File: config.mk
export PLATFORM = sky130hd
export DESIGN_NAME = control_pipe
export DESIGN_NICKNAME = d
export VERILOG_FILES = /design/src/rtl/control_pipe.sv
export SDC_FILE = /design/constraint.sdc
export NUM_CORES = 1
export LEC_CHECK = 0
export CAP_MARGIN = 10
export CORE_UTILIZATION = 52
export DETAILED_ROUTE_END_ITERATION = 12
export GPL_TIMING_DRIVEN = 0
export MAX_ROUTING_LAYER = met4
export PLACE_DENSITY = 0.85
export REMOVE_ABC_BUFFERS = 1
export SLEW_MARGIN = 10
export SYNTH_ARGS = -nofsm -noshare
export SYNTH_HDL_FRONTEND = slang
export SYNTH_SLANG_ARGS = --single-unit
File: constraint.sdc
create_clock -name clk -period 6.1 [get_ports clk]
set_input_delay 1.22 -clock clk [delete_from_list [all_inputs] [get_ports clk]]
set_output_delay 1.22 -clock clk [all_outputs]
set_load 0.05 [all_outputs]
File: src/rtl/control_pipe.sv
// Pipeline control unit: opcode decode, ID/EX -> EX/MEM -> MEM/WB control
// staging, load-use hazard stall generation and a saturating stall counter.
module control_pipe #(
  parameter int REG_AW     = 5,
  parameter int EXT_OPS    = 1,
  parameter int LOAD_STALL = 1,
  parameter int PERF_W     = 16
) (
  input  logic              clk,
  input  logic              rst_n,
  input  logic              id_valid,
  input  logic [5:0]        id_opcode,
  input  logic [REG_AW-1:0] id_rs,
  input  logic [REG_AW-1:0] id_rt,
  input  logic              flush,
  output logic              stall,
  output logic              ex_RegDst,
  output logic              ex_ALUSrc,
  output logic [1:0]        ex_ALUOp,
  output logic              mem_MemRead,
  output logic              mem_MemWrite,
  output logic              mem_Branch,
  output logic              mem_BranchNe,
  output logic              mem_Jump,
  output logic              wb_RegWrite,
  output logic              wb_MemtoReg,
  output logic [PERF_W-1:0] stall_cnt
);

  localparam logic [5:0] OP_R    = 6'b000000;
  localparam logic [5:0] OP_LW   = 6'b100011;
  localparam logic [5:0] OP_SW   = 6'b101011;
  localparam logic [5:0] OP_BEQ  = 6'b000100;
  localparam logic [5:0] OP_ADDI = 6'b001000;
  localparam logic [5:0] OP_BNE  = 6'b000101;
  localparam logic [5:0] OP_J    = 6'b000010;
  localparam logic [1:0] STALL_LOAD = 2'(LOAD_STALL - 1);

  // Low 7 bits (mem + wb fields) are what travels on past ID/EX.
  typedef struct packed {
    logic       reg_dst;
    logic       alu_src;
    logic [1:0] alu_op;
    logic       mem_read;
    logic       mem_write;
    logic       branch;
    logic       branch_ne;
    logic       jump;
    logic       reg_write;
    logic       mem_to_reg;
  } ctrl_t;

  ctrl_t             dec_s, idex_q, idex_d;
  logic [REG_AW-1:0] idex_rt_q, idex_rt_d;
  logic [6:0]        exmem_q, exmem_d;
  logic [1:0]        memwb_q, memwb_d;
  logic [1:0]        scnt_q, scnt_d;
  logic [PERF_W-1:0] perf_q, perf_d;
  logic              rt_used_s, detect_s, stall_s;

  // Opcode decode; anything unrecognised or invalid is a bubble.
  always_comb begin
    dec_s = '0;
    if (id_valid) begin
      case (id_opcode)
        OP_R:   begin dec_s.reg_dst = 1'b1; dec_s.reg_write = 1'b1; dec_s.alu_op = 2'b10; end
        OP_LW:  begin dec_s.alu_src = 1'b1; dec_s.mem_to_reg = 1'b1; dec_s.reg_write = 1'b1;
                      dec_s.mem_read = 1'b1; dec_s.alu_op = 2'b00; end
        OP_SW:  begin dec_s.alu_src = 1'b1; dec_s.mem_write = 1'b1; dec_s.alu_op = 2'b00; end
        OP_BEQ: begin dec_s.branch = 1'b1; dec_s.alu_op = 2'b01; end
        OP_ADDI: begin
          if (EXT_OPS != 0) begin
            dec_s.alu_src = 1'b1; dec_s.reg_write = 1'b1; dec_s.alu_op = 2'b00;
          end else begin
            dec_s = '0;
          end
        end
        OP_BNE: begin
          if (EXT_OPS != 0) begin
            dec_s.branch = 1'b1; dec_s.branch_ne = 1'b1; dec_s.alu_op = 2'b01;
          end else begin
            dec_s = '0;
          end
        end
        OP_J: begin
          if (EXT_OPS != 0) begin
            dec_s.jump = 1'b1;
          end else begin
            dec_s = '0;
          end
        end
        default: dec_s = '0;
      endcase
    end else begin
      dec_s = '0;
    end
  end

  // Load-use hazard detection and stall request; flush always wins.
  always_comb begin
    rt_used_s = (id_opcode == OP_R) || (id_opcode == OP_SW) ||
                (id_opcode == OP_BEQ) || (id_opcode == OP_BNE);
    detect_s  = idex_q.mem_read && (idex_rt_q != '0) && id_valid &&
                ((idex_rt_q == id_rs) || ((idex_rt_q == id_rt) && rt_used_s));
    stall_s   = !flush && (detect_s || (scnt_q != 2'd0));
  end

  // Next state of the stage registers, stall counter and perf counter.
  always_comb begin
    memwb_d = exmem_q[1:0];
    if (flush) begin
      idex_d    = '0;
      idex_rt_d = '0;
      exmem_d   = 7'd0;
    end else if (stall_s) begin
      idex_d    = '0;
      idex_rt_d = '0;
      exmem_d   = idex_q[6:0];
    end else begin
      idex_d    = dec_s;
      idex_rt_d = id_rt;
      exmem_d   = idex_q[6:0];
    end

    if (flush) begin
      scnt_d = 2'd0;
    end else if (scnt_q != 2'd0) begin
      scnt_d = scnt_q - 2'd1;
    end else if (detect_s) begin
      scnt_d = STALL_LOAD;
    end else begin
      scnt_d = scnt_q;
    end

    if (stall_s && (perf_q != {PERF_W{1'b1}})) begin
      perf_d = perf_q + PERF_W'(1);
    end else begin
      perf_d = perf_q;
    end
  end

  // State registers with asynchronous clear.
  always_ff @(posedge clk or negedge rst_n) begin
    if (!rst_n) begin
      idex_q    <= '0;
      idex_rt_q <= '0;
      exmem_q   <= 7'd0;
      memwb_q   <= 2'd0;
      scnt_q    <= 2'd0;
      perf_q    <= '0;
    end else begin
      idex_q    <= idex_d;
      idex_rt_q <= idex_rt_d;
      exmem_q   <= exmem_d;
      memwb_q   <= memwb_d;
      scnt_q    <= scnt_d;
      perf_q    <= perf_d;
    end
  end

  assign stall        = stall_s;
  assign ex_RegDst    = idex_q.reg_dst;
  assign ex_ALUSrc    = idex_q.alu_src;
  assign ex_ALUOp     = idex_q.alu_op;
  assign mem_MemRead  = exmem_q[6];
  assign mem_MemWrite = exmem_q[5];
  assign mem_Branch   = exmem_q[4];
  assign mem_BranchNe = exmem_q[3];
  assign mem_Jump     = exmem_q[2];
  assign wb_RegWrite  = memwb_q[1];
  assign wb_MemtoReg  = memwb_q[0];
  assign stall_cnt    = perf_q;

endmodule
==> results of run 1 <==
[per-layer routing]
layer | part of all wire [%] | wire, microns | vias to the layer above
li1 | - | - | 644
met1 | 40 | 1360 | 640
met2 | 53 | 1790 | 46
met3 | 5.4 | 181 | 7
met4 | 1.4 | 46 | 0
met5 | 0 | 0 | -
[power breakdown]
group,internal (W),leakage [nW],switching (W),total (W)
Clock,0.0000425,0.0281,0.0000790,0.000121
Combinational,0.0000257,0.514,0.0000319,0.0000577
Sequential,0.000270,0.530,0.00000608,0.000277
Total,0.000339,1.07,0.000117,0.000456
[sequential cells by signal (all words and copies together) (netlist names)]
| register | cells |
|---|---|
| exmem_q | 6 |
| idex_rt_q | 5 |
| ex_ALUSrc | 1 |
| stall_cnt | 16 |
| ex_ALUOp | 2 |
| idex_q | 6 |
| scnt_q | 2 |
| memwb_q | 2 |
[placed cells by master (no fill, tap or decap)]
master / count
clkdlybuf4s50_1: 46
dfrtp_1: 40
xor2_1: 22
nor2_1: 10
nor2b_1: 9
and3_1: 9
nand3_1: 8
and2_1: 7
nand2_1: 6
nor3_1: 5
clkbuf_4: 5
inv_1: 3
xnor2_1: 3
and4_1: 3
nand4b_1: 3
nor3_2: 3
nor4_1: 2
nand4_1: 2
nor3b_1: 2
nor4b_2: 2
or3_1: 1
o32ai_1: 1
or4_1: 1
o211ai_1: 1
a21o_1: 1
a31o_4: 1
nand2b_1: 1
o22ai_1: 1
a21oi_1: 1
nor4_2: 1
o31ai_1: 1
mux2_1: 1
and3b_1: 1
ha_1: 1
clkinv_2: 1
clkbuf_1: 1
buf_2: 1
buf_12: 1
[cell type report]
| class | instances | area share, % |
|---|---|---|
| Inverter | 3 | 0.473 |
| Clock inverter | 1 | 0.210 |
| Sequential cell | 40 | 42.1 |
| Clock buffer | 6 | 1.74 |
| Multi-Input combinational cell | 110 | 32.7 |
| Timing Repair Buffer | 48 | 20.4 |
| Tap cell | 46 | 2.42 |
[worst min-delay path by stage]
stage / slack (ps) / end / cells past startpoint / from
after CTS: 360 / memwb_q[1] / 0 / exmem_q[1]
after detailed placement: 340 / memwb_q[1] / 0 / exmem_q[1]
final: 360 / memwb_q[1] / 0 / exmem_q[1]
after floorplan: 330 / memwb_q[1] / 0 / exmem_q[1]
after global placement: 340 / memwb_q[1] / 0 / exmem_q[1]
after global routing: 370 / memwb_q[1] / 0 / exmem_q[1]
[logic make-up (layout without fill, tap and decap cells)]
group | count (synthesis) | in the layout | share of synthesized area (%)
flip-flops | 40 | 40 | 54.7
AO/OA/AOI/OAI | 7 | 7 | 3.28
XOR/XNOR | 25 | 25 | 12.0
buffers and inverters | 9 | 58 | 2.74
adder cells (fa/ha/maj) | 1 | 1 | 0.684
multiplexers | 1 | 1 | 0.616
AND/OR/NAND/NOR | 76 | 76 | 26.0
[per-stage QoR]
stage	hold slack, ps	setup WS (ps)	utilization, %	instance area [sq um]
final	359	1280	70.8	2380
after global routing	366	1180	70.8	2380
after CTS	362	1280	70.8	2380
after detailed placement	339	1280	69.4	2330
after global placement	336	1310	68.9	2320
after floorplan	331	2420	-	1790
==> impl_metrics.ini, run 1 <==
[timing]
finalClockSkew_ps = 13.1
finalSetupViolCount = 0
relSlewSlack_pct = 42.5
post-route-min-period_ps = 4820
hold_viol = 0
tightest_slew_ps = 855
setup_tns_ps = 0
max_freq_mhz = 207
final_max_slew_viol_count = 0
grt_setup_unrepaired = false
period_share_pct = 79.0

[critical_path]
cp_max_fo = 16
cp_cell_sequence = clkdlybuf4s50_1 > or3_1 > o32ai_1 > nand3_1 > a31o_4 > inv_1 > clkdlybuf4s50_1
reg2reg_from = stall_cnt[0]
path_depth = 7
worst_path_most_repeated_cell = clkdlybuf4s50_1
r2r_setup_slack_ps = 3690
startpoint = id_opcode[3]
critPathSlowestCell = clkdlybuf4s50_1
critPathLaunchType = input pin
crit_buf_inv = 3
crit_family = buffers and inverters
r2r-end = stall_cnt[1]
path_class = input pin to output port
cpPeakStageDelay_ps = 790
end_kind = output port
rr_worst_depth = 6
required_ps = 4880
arrival_ps = 3600
setup.worst_path.end = stall

[floorplanning]
io_pins = 48
die_area_sq_um = 3760
row_count = 21
core_sq_um = 3360
die_h_microns = 61.3
die_w_microns = 61.3
start_util_pct = 54.4

[global_route]
grt_util_met1_pct = 22.9
use_met2_pct = 34.9
grt-busiest-layer = met2
antenna_found_initial = 0
grt_start_max_net_pins = 40
gr-total-overflow = 0
track_usage_pct = 20.8
first_global_vias = 1243
grt_pass1_wl_microns = 5350
met3_usage_pct = 6.93

[routing]
vias_per_cell = 5.26
wirelength_microns = 3380
vias = 1337
ant_nets = 0
drtIter0Drc = 71
wl_per_cell_microns = 13.3
drt_first_pass_iters = 4
drc = 0

[clock_tree]
cts_buffers = 5
ctsResizeCount = 0
clock-root-buffer = clkbuf_4
clkLatencyLatePin_ps = 340
cts_tree = yes
cts_buffer_depth = 2
clock-sinks = 40
hold_buffers = 0
post-cts-setup-buffers = 0
htreeDepth = 2
clk_pin_slew_ps = 100

[pwr]
leakage_nw = 1.07
p_per_area_nw_per_um2 = 191
irDropWorstVdd_mv = 0.133
power_w = 0.000456

[final_layout]
multi_input_area_sq_um = 778
register_area_sq_um = 1000
drive_gt1_share_pct = 7.21
nets = 229
syn_to_final_growth_pct = 30.1
nFillCells = 282
n_antenna_cell = 0
final_cells = 254

[place]
post-place-cells = 247
port_buffers = 47
gp_congestion = 0.794
dp_hpwl_microns = 2540

[yosys]
synth-edff-count = 0
ys.flop_type = dfrtp_1
synth.distinct_cells = 36
synth_most_common_cell = dfrtp_1
synthCells = 159
yosysTopAreaCellShare_pct = 54.7
seq_area_frac_synth_pct = 54.7
ys_warn_count = 0
synthTopCellsByCount = dfrtp_1, xor2_1, nor2_1
synth_area_leaders = dfrtp_1, xor2_1, and3_1
synth_top_area_cell = dfrtp_1
ys_ff_latch = 40
synth_area_sq_um = 1830
async_flop_share_pct = 100
syn_avg_cell_area_sq_um = 11.5

[hold_path]
hp-class = flip-flop to flip-flop

[flow_run]
cap_violations = 0

[run_status]
outcome = complete, no violations
(Power assumes the default switching activity.)
==> run 2, diff against run 1 <==
- CORE_UTILIZATION: 52 -> 43
- PLACE_DENSITY: 0.85 -> 0.75
- clock period: 6.1 -> 4 ns (I/O delays scaled with it)
==> impl_metrics.ini, run 2 (synthesis results as in run 1) <==
[run_status]
outcome = complete, no violations

[routing]
drt_first_pass_iters = 4
ant_nets = 0
vias = 1323
wl_per_cell_microns = 13.8
vias_per_cell = 5.11
wirelength_microns = 3580
drtIter0Drc = 92
drc = 0

[critical_path]
required_ps = 3200
rr_worst_depth = 6
cp_max_fo = 16
startpoint = id_opcode[3]
path_class = input pin to output port
critPathLaunchType = input pin
r2r_setup_slack_ps = 1540
reg2reg_from = stall_cnt[0]
end_kind = output port
arrival_ps = 2960
r2r-end = stall_cnt[1]

[timing]
relSlewSlack_pct = 39.2
final_max_slew_viol_count = 0
grt_setup_unrepaired = false
period_share_pct = 93.9
hold_viol = 0
finalWorstSetupSlack_ps = 243
finalSetupViolCount = 0
tightest_slew_ps = 905
finalHoldWorstSlack_ps = 350
setup_tns_ps = 0
finalClockSkew_ps = 6.02
post-route-min-period_ps = 3760
max_freq_mhz = 266

[place]
port_buffers = 47
dp_hpwl_microns = 2640
place_area_sq_um = 2350
gp_congestion = 0.777
pre_cts_ws_ps = -12.8

[final_layout]
final_area_sq_um = 2460
drive_gt1_share_pct = 8.13
syn_to_final_growth_pct = 34.3
final_common_cell = clkdlybuf4s50_1
largest_register_ffs = 16
n_antenna_cell = 0
final_cell_mix = clkdlybuf4s50_1, dfrtp_1, xor2_1, nor2_1
final_util_pct = 61.0
nets = 229

[floorplanning]
core_sq_um = 4030
die_w_microns = 67.2
start_util_pct = 45.4
die_area_sq_um = 4520
row_count = 23
die_h_microns = 67.2
io_pins = 48

[clock_tree]
cts_tree = yes
cts_buffer_depth = 2
cts_buffers = 5
clock-sinks = 40
hold_buffers = 0
clk_pin_slew_ps = 80
clkLatencyLatePin_ps = 290
post-cts-setup-buffers = 0
htreeDepth = 2
clock-root-buffer = clkbuf_8

[hold_path]
hold_start = exmem_q[1]
hp-class = flip-flop to flip-flop
min_to = memwb_q[1]
min_path_cells = 0

[pwr]
irDropWorstVdd_mv = 0.179
p_per_area_nw_per_um2 = 341
leakage_nw = 1.11

[global_route]
grt_start_max_net_pins = 22
track_usage_pct = 19.0
met3_usage_pct = 5.74
first_global_vias = 1383
grt_pass1_wl_microns = 6080
grt_util_met1_pct = 20.8
use_met2_pct = 32.6
antenna_found_initial = 0
grt-busiest-layer = met2
gr-total-overflow = 0

[flow_run]
cap_violations = 0
==> run 2: per-layer routing <==
layer	vias up	routed length (microns)
met5	-	0
met3	6	193
met1	629	1530
li1	641	-
met4	0	51
met2	47	1800
==> run 2: layout make-up <==
type / instances / area, sq um
fill: 327 / 1570
sequential: 40 / 1000
multi-input combinational: 110 / 778
timing repair buffer: 48 / 492
clock buffer: 5 / 68.8
tap: 50 / 62.6
clock inverter: 3 / 42.5
inverter: 3 / 11.3
==> run 2: power by group <==
| group | switching, W | total, W | internal (W) |
|---|---|---|---|
| clock | 0.000143 | 0.000327 | 0.000185 |
| sequential | 0.00000955 | 0.000422 | 0.000412 |
| combinational | 0.0000494 | 0.0000893 | 0.0000399 |
==> run 2: worst max path at each step <==
stage	endpoint	slack [ps]	cells after the start
floorplan	stall	1160	5
global placement	stall	30	7
detailed placement	stall	-10	7
CTS	stall	260	7
global route	stall	120	7
finish	stall	240	7
==> run 2: repair_timing <==
item | 4_1_cts | 5_1_grt
hold endpoints to repair | 0 | 0
gates resized for setup | 1 | 0
endpoints found under the setup margin | 1 | 0
==> run 2: critical path, cell delays in order <==
cell and delay [ps]:
clkdlybuf4s50_1 480, or3_1 380, o32ai_1 180, nand3_1 180, a31o_4 340, inv_1 70
dlygate4sd2_1 520
==> run 2: metrics by stage <==
| step | power (W) | std cells |
|---|---|---|
| floorplan | 0.000468 | 153 |
| global placement | 0.000514 | 250 |
| detailed placement | 0.000520 | 251 |
| CTS | 0.000846 | 259 |
| global route | 0.000873 | 259 |
| finish | 0.000839 | 259 |
==> run 3, diff against run 2 <==
- CAP_MARGIN: 10 -> not set
==> results of run 3 <==
The final DEF is identical to that of run 2; final timing and power are the same.
